`config.mk`:
```
export PLATFORM = sky130hd
export DESIGN_NAME = synth_frame_rx
export DESIGN_NICKNAME = d
export VERILOG_FILES = /design/src/rtl/protocol_pkg.sv /design/src/rtl/rx_timeout_timer.sv /design/src/rtl/synth_frame_rx.sv
export SDC_FILE = /design/constraint.sdc
export NUM_CORES = 1
export LEC_CHECK = 0
export CELL_PAD_IN_SITES_DETAIL_PLACEMENT = 2
export CELL_PAD_IN_SITES_GLOBAL_PLACEMENT = 2
export CORE_MARGIN = 1.5
export CORE_UTILIZATION = 39
export CTS_CLUSTER_DIAMETER = 50
export DETAILED_ROUTE_END_ITERATION = 8
export PLACE_DENSITY = 0.78
export SLEW_MARGIN = 25
export SYNTH_ARGS = -nofsm -noshare
export SYNTH_HDL_FRONTEND = slang
export SYNTH_SLANG_ARGS = --single-unit
```
`constraint.sdc`:
```
create_clock -name clk -period 2.9 [get_ports clk]
set_clock_uncertainty 0.2 [all_clocks]
set_input_delay 0.435 -clock clk [delete_from_list [all_inputs] [get_ports clk]]
set_output_delay 0.435 -clock clk [all_outputs]
set_load 0.1 [all_outputs]
```
`src/rtl/protocol_pkg.sv`:
```
// Shared types for the synth parameter path: the synth_t frame layout,
// receiver constants and state encoding, and the reset parameter set.
package protocol_pkg;

   localparam int NUM_WAVE_GENS = 2;

   typedef enum logic [7:0] {
      SQUARE   = 8'd0,
      SIN      = 8'd1,
      SAW      = 8'd2,
      TRIANGLE = 8'd3
   } wave_shape_e;

   typedef struct packed {
      logic [31:0] freq;
      wave_shape_e shape;
   } wave_gen_t;

   typedef struct packed {
      wave_gen_t [NUM_WAVE_GENS-1:0] wave_gens;
      logic [7:0]                    reverb;
      logic [7:0]                    pan;
      logic [31:0]                   master_volume;
   } synth_t;

   localparam int         SYNTH_W     = $bits(synth_t);
   localparam int         SYNTH_BYTES = SYNTH_W / 8;
   localparam logic [7:0] SYNTH_SOF   = 8'hA5;

   typedef enum logic [1:0] {
      RX_IDLE,
      RX_PAYLOAD,
      RX_CHECK,
      RX_COMMIT
   } synth_rx_state_e;

   // Power-up parameter set: everything silent, oscillators on a sine.
   function automatic synth_t reset_synth_t();
      synth_t s;
      s = '0;
      for (int i = 0; i < NUM_WAVE_GENS; i++) s.wave_gens[i].shape = SIN;
      return s;
   endfunction

   function automatic logic [15:0] sat_inc16(input logic [15:0] v);
      return (v == 16'hFFFF) ? v : v + 16'd1;
   endfunction

endpackage

```
`src/rtl/rx_timeout_timer.sv`:
```
// Inter-byte watchdog for the frame receiver; only compiled when
// SYNTH_RX_TIMEOUT_EN is defined.
`ifdef SYNTH_RX_TIMEOUT_EN
module rx_timeout_timer #(
   parameter int unsigned TIMEOUT_CYCLES = 100000
) (
   input  logic clk,
   input  logic rstn,
   input  logic run_i,
   input  logic clear_i,
   output logic expire_o
);

   localparam int              CNT_W = $clog2(TIMEOUT_CYCLES);
   localparam logic [CNT_W-1:0] LAST  = CNT_W'(TIMEOUT_CYCLES - 1);

   logic [CNT_W-1:0] cnt_q, cnt_d;

   // A byte arriving on the expiry cycle wins over the timeout.
   assign expire_o = run_i && !clear_i && (cnt_q == LAST);

   always_comb begin
      cnt_d = cnt_q + CNT_W'(1);
      if (!run_i || clear_i || expire_o) cnt_d = '0;
   end

   always_ff @(posedge clk or negedge rstn) begin
      if (!rstn) cnt_q <= '0;
      else       cnt_q <= cnt_d;
   end

endmodule
`endif

```
`src/rtl/synth_frame_rx.sv`:
```
// Assembles SOF + payload + XOR checksum frames from the MCU byte link and
// commits each good frame atomically to synth_out. Option: SYNTH_RX_TIMEOUT_EN.
module synth_frame_rx
   import protocol_pkg::*;
   #(parameter int unsigned TIMEOUT_CYCLES = 100000)
   (
   input  logic        clk,
   input  logic        rstn,
   input  logic [7:0]  rx_data,
   input  logic        rx_valid,
   output logic        rx_ready,
   output synth_t      synth_out,
   output logic        frame_done,
   output logic        frame_err,
   output logic [15:0] err_count,
   output logic        busy
);

   localparam int CNT_W = $clog2(SYNTH_BYTES);

   synth_rx_state_e    state_q, state_d;
   logic [SYNTH_W-1:0] shadow_q, shadow_d;
   logic [CNT_W-1:0]   cnt_q, cnt_d;
   logic [7:0]         acc_q, acc_d;
   logic [7:0]         chk_q, chk_d;
   synth_t             synth_q, synth_d;
   logic               done_q, done_d;
   logic               err_q, err_d;
   logic [15:0]        err_cnt_q, err_cnt_d;
   logic               accept;

   assign rx_ready   = (state_q != RX_COMMIT);
   assign accept     = rx_valid && rx_ready;
   assign busy       = (state_q != RX_IDLE);
   assign synth_out  = synth_q;
   assign frame_done = done_q;
   assign frame_err  = err_q;
   assign err_count  = err_cnt_q;

`ifdef SYNTH_RX_TIMEOUT_EN
   logic timeout_expire;

   rx_timeout_timer #(.TIMEOUT_CYCLES(TIMEOUT_CYCLES)) u_timeout (
      .clk      (clk),
      .rstn     (rstn),
      .run_i    ((state_q == RX_PAYLOAD) || (state_q == RX_CHECK)),
      .clear_i  (accept),
      .expire_o (timeout_expire)
   );
`endif

   always_comb begin
      // NOTE: every _d gets its hold value first, so no branch can leave one unassigned and infer a latch.
      state_d   = state_q;
      shadow_d  = shadow_q;
      cnt_d     = cnt_q;
      acc_d     = acc_q;
      chk_d     = chk_q;
      synth_d   = synth_q;
      done_d    = 1'b0;
      err_d     = 1'b0;
      err_cnt_d = err_cnt_q;

      case (state_q)
         RX_IDLE: begin
            if (accept && (rx_data == SYNTH_SOF)) begin
               state_d = RX_PAYLOAD;
               cnt_d   = '0;
               acc_d   = '0;
            end
         end
         RX_PAYLOAD: begin
            if (accept) begin
               shadow_d = {shadow_q[SYNTH_W-9:0], rx_data};
               acc_d    = acc_q ^ rx_data;
               cnt_d    = cnt_q + CNT_W'(1);
               if (cnt_q == CNT_W'(SYNTH_BYTES - 1)) state_d = RX_CHECK;
            end
         end
         RX_CHECK: begin
            if (accept) begin
               chk_d   = rx_data;
               state_d = RX_COMMIT;
            end
         end
         RX_COMMIT: begin
            state_d = RX_IDLE;
            if (chk_q == acc_q) begin
               synth_d = synth_t'(shadow_q);
               done_d  = 1'b1;
            end else begin
               err_d     = 1'b1;
               err_cnt_d = sat_inc16(err_cnt_q);
            end
         end
         default: state_d = RX_IDLE;
      endcase

`ifdef SYNTH_RX_TIMEOUT_EN
      if (timeout_expire) begin
         state_d   = RX_IDLE;
         err_d     = 1'b1;
         err_cnt_d = sat_inc16(err_cnt_q);
      end
`endif
   end

   // NOTE: registers use <= so every one of them samples the same pre-edge values.
   always_ff @(posedge clk or negedge rstn) begin
      if (!rstn) begin
         state_q   <= RX_IDLE;
         shadow_q  <= '0;
         cnt_q     <= '0;
         acc_q     <= '0;
         chk_q     <= '0;
         synth_q   <= reset_synth_t();
         done_q    <= 1'b0;
         err_q     <= 1'b0;
         err_cnt_q <= '0;
      end else begin
         state_q   <= state_d;
         shadow_q  <= shadow_d;
         cnt_q     <= cnt_d;
         acc_q     <= acc_d;
         chk_q     <= chk_d;
         synth_q   <= synth_d;
         done_q    <= done_d;
         err_q     <= err_d;
         err_cnt_q <= err_cnt_d;
      end
   end

endmodule

```
Yosys cells after proc, flatten, opt, wreduce, memory -nomap -nowiden

Index checks and enable logic that the tools add are counted.

Register bits after elaboration: 296
Word-level logic and storage cells: 58

Add/subtract/negate cells: 2
Eq/ne operators: 12
Multiplexer cells: 15
Bitwise gates (word level): 3
Reductions and logical operators: 11

Operators with widths:

| cell                                          | count |
|---|---|
| adder 16 x 1 -> 16 bit, second input constant | 1 |
| == test 16 bit, second input constant         | 1 |
| 2-to-1 mux 8 bit                              | 2 |
| case mux 8 bit (2 select lines)               | 1 |
| inequality test 2 bit, second input constant  | 5 |
| == test 8 bit                                 | 1 |
| == test 8 bit, second input constant          | 1 |
| 2-to-1 mux 2 bit                              | 4 |
| 2-to-1 mux 4 bit                              | 2 |
| case mux 2 bit (4 select lines)               | 1 |
| case mux 4 bit (2 select lines)               | 1 |
| bitwise XOR 8 bit                             | 1 |
| AND reduction 2 bit                           | 3 |
| AND reduction 3 bit                           | 2 |
| adder 4 x 1 -> 4 bit, second input constant   | 1 |
| == test 2 bit, second input constant          | 2 |
| == test 4 bit, second input constant          | 1 |
| 2-to-1 mux 1 bit                              | 4 |
| AND reduction 4 bit                           | 1 |
| nonzero test 2 bit                            | 2 |
| == test 2 x 1 -> 1 bit, second input constant | 1 |
| logical AND 1 bit                             | 2 |
| zero test 2 bit                               | 1 |
| NOT 1 bit                                     | 2 |

Depth between registers and ports, before layout

Depth in word-level cells: 5
Mapped depth: 8

Least setup slack after synthesis

No wires, ideal clock.

Kind: reg2reg
From: reg err_cnt_q[0], in the netlist err_count[0]
To: reg err_cnt_q[13], in the netlist err_count[13]
Setup time: 0.164 ns
Arrival time: 2.562 ns
Data required time: 2.536 ns
Setup slack: -0.026 ns
Stages on the path, launching flop included: 8
Buffers on the path: 1
Cells stage by stage: dfrtp_1 -> ha_1 -> nand3_1 -> or4_4 -> nor3_4 -> buf_6 -> nor4_1 -> xor2_1

Word-level cells in the longest chain between the ends: 3
Elaborated cells on any way between the ends: 4
Those cells by class: add/sub (1); eq/ne (1); bitwise (1); reduce/logical (1)

RTL lines:

| element                                                                        | line                  | text |
|---|---|---|
| start, declared                                                                | synth_frame_rx.sv:29  | `logic [15:0] err_cnt_q, err_cnt_d;` |
| start signal, assigned                                                         | synth_frame_rx.sv:129 | `err_cnt_q <= err_cnt_d;` |
| parallel branches: the longest is 3 deep, another holds adder 16 x 1 -> 16 bit | -                     |  |

Parallel ways; which one is timed is not known.
A chain may end at the register's enable or synchronous reset.

Worst setup path after layout

From: reg err_cnt_q[0], in the netlist err_count[0]
To: reg err_cnt_q[10], in the netlist err_count[10]

The elaborated chain is that of the path after synthesis.

==> results by group <==
Power and ir drop
  • Peak VDD IR: ~0.87 mV
  • PwrDens: between 1000 and 1500 nW/um^2
  • Reg power frac: 0.387
  • Switching Power: 6550 uW
  • Logic pwr share: 0.348
  • Internal power: between 9000 and 10000 uW
  • Design Power: between 15000 and 20000 uW
  • Switching share of power: 0.397
  • Lkg Pwr: about 0.0074 uW
  • Power share of the clock group: 0.266

Yosys
  • Post-synth top area share: 0.634
  • EDFF count, synth: 0
  • Syn Nets: around 770
  • Synthesized instance count: approximately 750
  • Register area share after synthesis: 0.639
  • Synth Cell Area: 11600 sq um
  • Synth warn: 0
  • Syn Area/Cell: about 16 sq um
  • Leading area contributor after synthesis: dfrtp_1
  • Main flop type after synthesis: dfrtp_1
  • Yosys reg bits: about 300
  • Yosys cell types: a little over 40
  • Area contributors post-synth: dfrtp_1 63%, mux2_2 26%, buf_6 1.4%, xnor2_1 0.83%, xor2_1 0.83%
  • Ys async rst share: 1.00

Floorplanning
  • Starting density of the core: 0.400
  • Cell row count: 62
  • Die area: 30800 sq um
  • Die height: roughly 180 um
  • Die X: approximately 180 um
  • CORE AREA: slightly below 30000 sq um
  • # IOs: 159

Clock tree
  • Clk_lat worst skew: 0.51 ns
  • Clock root buffer: clkbuf_16
  • CTS Sinks: a little under 300
  • TritonCTS Buffers: 37
  • H-tree levels: 2
  • CTS tree: done
  • CTS Buffer Depth: 3
  • Clock transition at path regs: about 0.060 ns

Timing
  • Post-route minimum period: roughly 2.5 ns
  • Final Hold Fails: 0
  • RSZ-0062 raised after global routing: false
  • Slew Viols, Final: 0
  • Fin crit share: 0.870
  • Setup TNS: 0 ns
  • FMAX: roughly 400 MHz
  • Final setup fails: 0
  • Worst slew margin: 0.559
  • Slew @ Worst Pin: 0.658 ns

Critical path
  • Crit end category: flip-flop
  • CP startpoint kind: flip-flop
  • Crit-path max cell delay: approximately 0.57 ns
  • CP Launch Point: err_count[0]$_DFFE_PN0P_
  • RR Startpoint: err_count[0]$_DFFE_PN0P_
  • WP data required: between 3 and 4 ns
  • Crit path max-delay cell type: or4_4
  • Setup Crit Path Kind: flip-flop to flip-flop
  • Crit Path Max Fanout: 10
  • CP delay by family, top: simple AND/OR/NAND/NOR gates
  • CP arrival: ~2.7 ns
  • Cells along the critical path: ha_1, nand3_1, or4_4, nor3_4, buf_4, nor4_1, xor2_1
  • CP Buf/Inv Count: 1

Final layout
  • Number of nets in the layout: between 900 and 1k
  • Multi-input logic area: around 3900 sq um
  • Area Growth Syn to Fin: 25.1%
  • Share of layout cells above drive strength 1: 0.519
  • Ant diodes: 0
  • Reg area: about 7400 sq um
  • Fillers: 2707

Routing
  • Final WL: roughly 28 mm
  • Via Count: around 6.7k
  • First DRT Iteration DRCs: 252
  • Vias per std cell: between 5 and 6
  • Avg WL per Cell: just over 20 um
  • Residual DRC: 0
  • ANT nets after route: 0
  • Drt pass-1 iters: 4

Global route
  • Gr ovfl total: 0
  • Vias in the first global route: between 7k and 8k
  • First-pass GRT wire length: between 40 and 50 mm
  • Initial antenna violation count: 0
  • GRT Total Usage: 0.183
  • Largest net degree at the start of global routing: 75

Placement
  • Final Wtd Congestion: roughly 0.73
  • Dpl hpwl: 18.1 mm
  • PortBufs: between 150 and 200

Worst hold path
  • Hold WC Path Type: primary input to async pin

Flow run
  • Max-cap viol count: 0

Run status
  • Status: finished clean
## placed cells by master, fill, tap and decap left out, drive strengths merged, types with 9 or more instances in the layout
| cell | count |
|---|---|
| xnor2 | 11 |
| clkdlybuf4s50 | 9 |
| mux2 | 265 |
| nand3 | 9 |
| xor2 | 11 |
| dfrtp | 294 |
| nor3 | 10 |
| clkbuf | 55 |
| nor2 | 12 |
| nand2 | 19 |
| buf | 169 |
| o21ai | 14 |
| inv | 15 |
## path summary, 6_finish.rpt
| path | endpoint | slack (ns) | cells after the start |
|---|---|---|---|
| worst max register to register | err_count[10]$_DFFE_PN0P_ | 0.38 | 7 |
| worst min register to register | synth_out[120]$_DFFE_PN0P_ | 0.30 | 1 |
| min in group clk | synth_out[120]$_DFFE_PN0P_ | 0.30 | 1 |
| worst min-delay path | synth_out[59]$_DFFE_PN0P_ | 0.24 | 2 |
| max in group asynchronous | synth_out[88]$_DFFE_PN1P_ | 1.44 | 3 |
| worst max-delay path | err_count[10]$_DFFE_PN0P_ | 0.38 | 7 |
## per-layer routing
metal  vias to the layer above  share of wire  track usage
li1                       3012              -            -
met1                      3515           0.42        0.227
met2                       138           0.51        0.324
met3                        48          0.040       0.0351
met4                         0          0.024       0.0584
met5                         -              0            0
## cells in the mapped netlist, drive strengths merged, types with 2 or more instances
master  instances
buf            28
nor4            7
a22o            2
o21ai          14
mux2          265
inv            13
nand2          19
dfstp           2
xor2           11
nand3b          7
or3             2
and3            3
dfrtp         294
nor3           10
clkbuf          6
ha              7
nor4b           2
nand4           5
nand3           9
nor2           12
a21o            2
xnor2          11
a21oi           6
## final cells by class
cell class	count	share of cell area
timing repair buffer	179	0.103
sequential	296	0.511
clock inverter	10	0.00716
inverter	13	0.00336
multi-input combinational	404	0.269
tap	384	0.0331
clock buffer	55	0.0741
## registers in the layout (all words and copies together) (netlist names)
register	flops
state_q	2
acc_q	8
synth_out	128
chk_q	8
cnt_q	4
frame_err	1
frame_done	1
shadow_q	128
err_count	16
## power by group through the flow
stage	sequential [uW]	combinational, uW	clock (uW)
floorplan	8370	2130	0
finish	6370	5730	4380
global placement	6350	5590	0
global route	6540	6030	4670
CTS	6410	5810	4520
detailed placement	6440	5750	0
## cells by family after synthesis
logic type | synth area share
AO/OA/AOI/OAI | 0.0142
multiplexers | 0.258
flip-flops | 0.639
adder cells (fa/ha/maj) | 0.00755
XOR/XNOR | 0.0166
AND/OR/NAND/NOR | 0.0386
buffers and inverters | 0.0256
## what timing repair did
action / 4_1_cts / 5_1_grt
hold buffers: 1 / 0
gates resized for setup: 0 / 0
setup buffers: 0 / 0
hold endpoints to repair: 45 / 0
## stage by stage
stage / cells / utilization / cell area, sq um / hold slack (ns) / worst slack [ns]
after floorplan: 747 / - / 11600 / -0.0606 / 0.204
after global placement: 1275 / 0.459 / 13300 / 0.186 / 0.283
after detailed placement: 1275 / 0.459 / 13300 / 0.176 / 0.278
after CTS: 1341 / 0.500 / 14500 / 0.224 / 0.321
after global routing: 1341 / 0.500 / 14500 / 0.242 / 0.227
final: 1341 / 0.500 / 14500 / 0.235 / 0.376
## worst reg2reg max path, stage by stage, from the launching register on
cell	delay, ns
dfrtp_2	0.41
ha_1	0.20
nand3_1	0.13
or4_4	0.57
nor3_4	0.44
buf_4	0.23
nor4_1	0.06
xor2_1	0.15
Note: power is estimated with default switching activity, not from simulation.
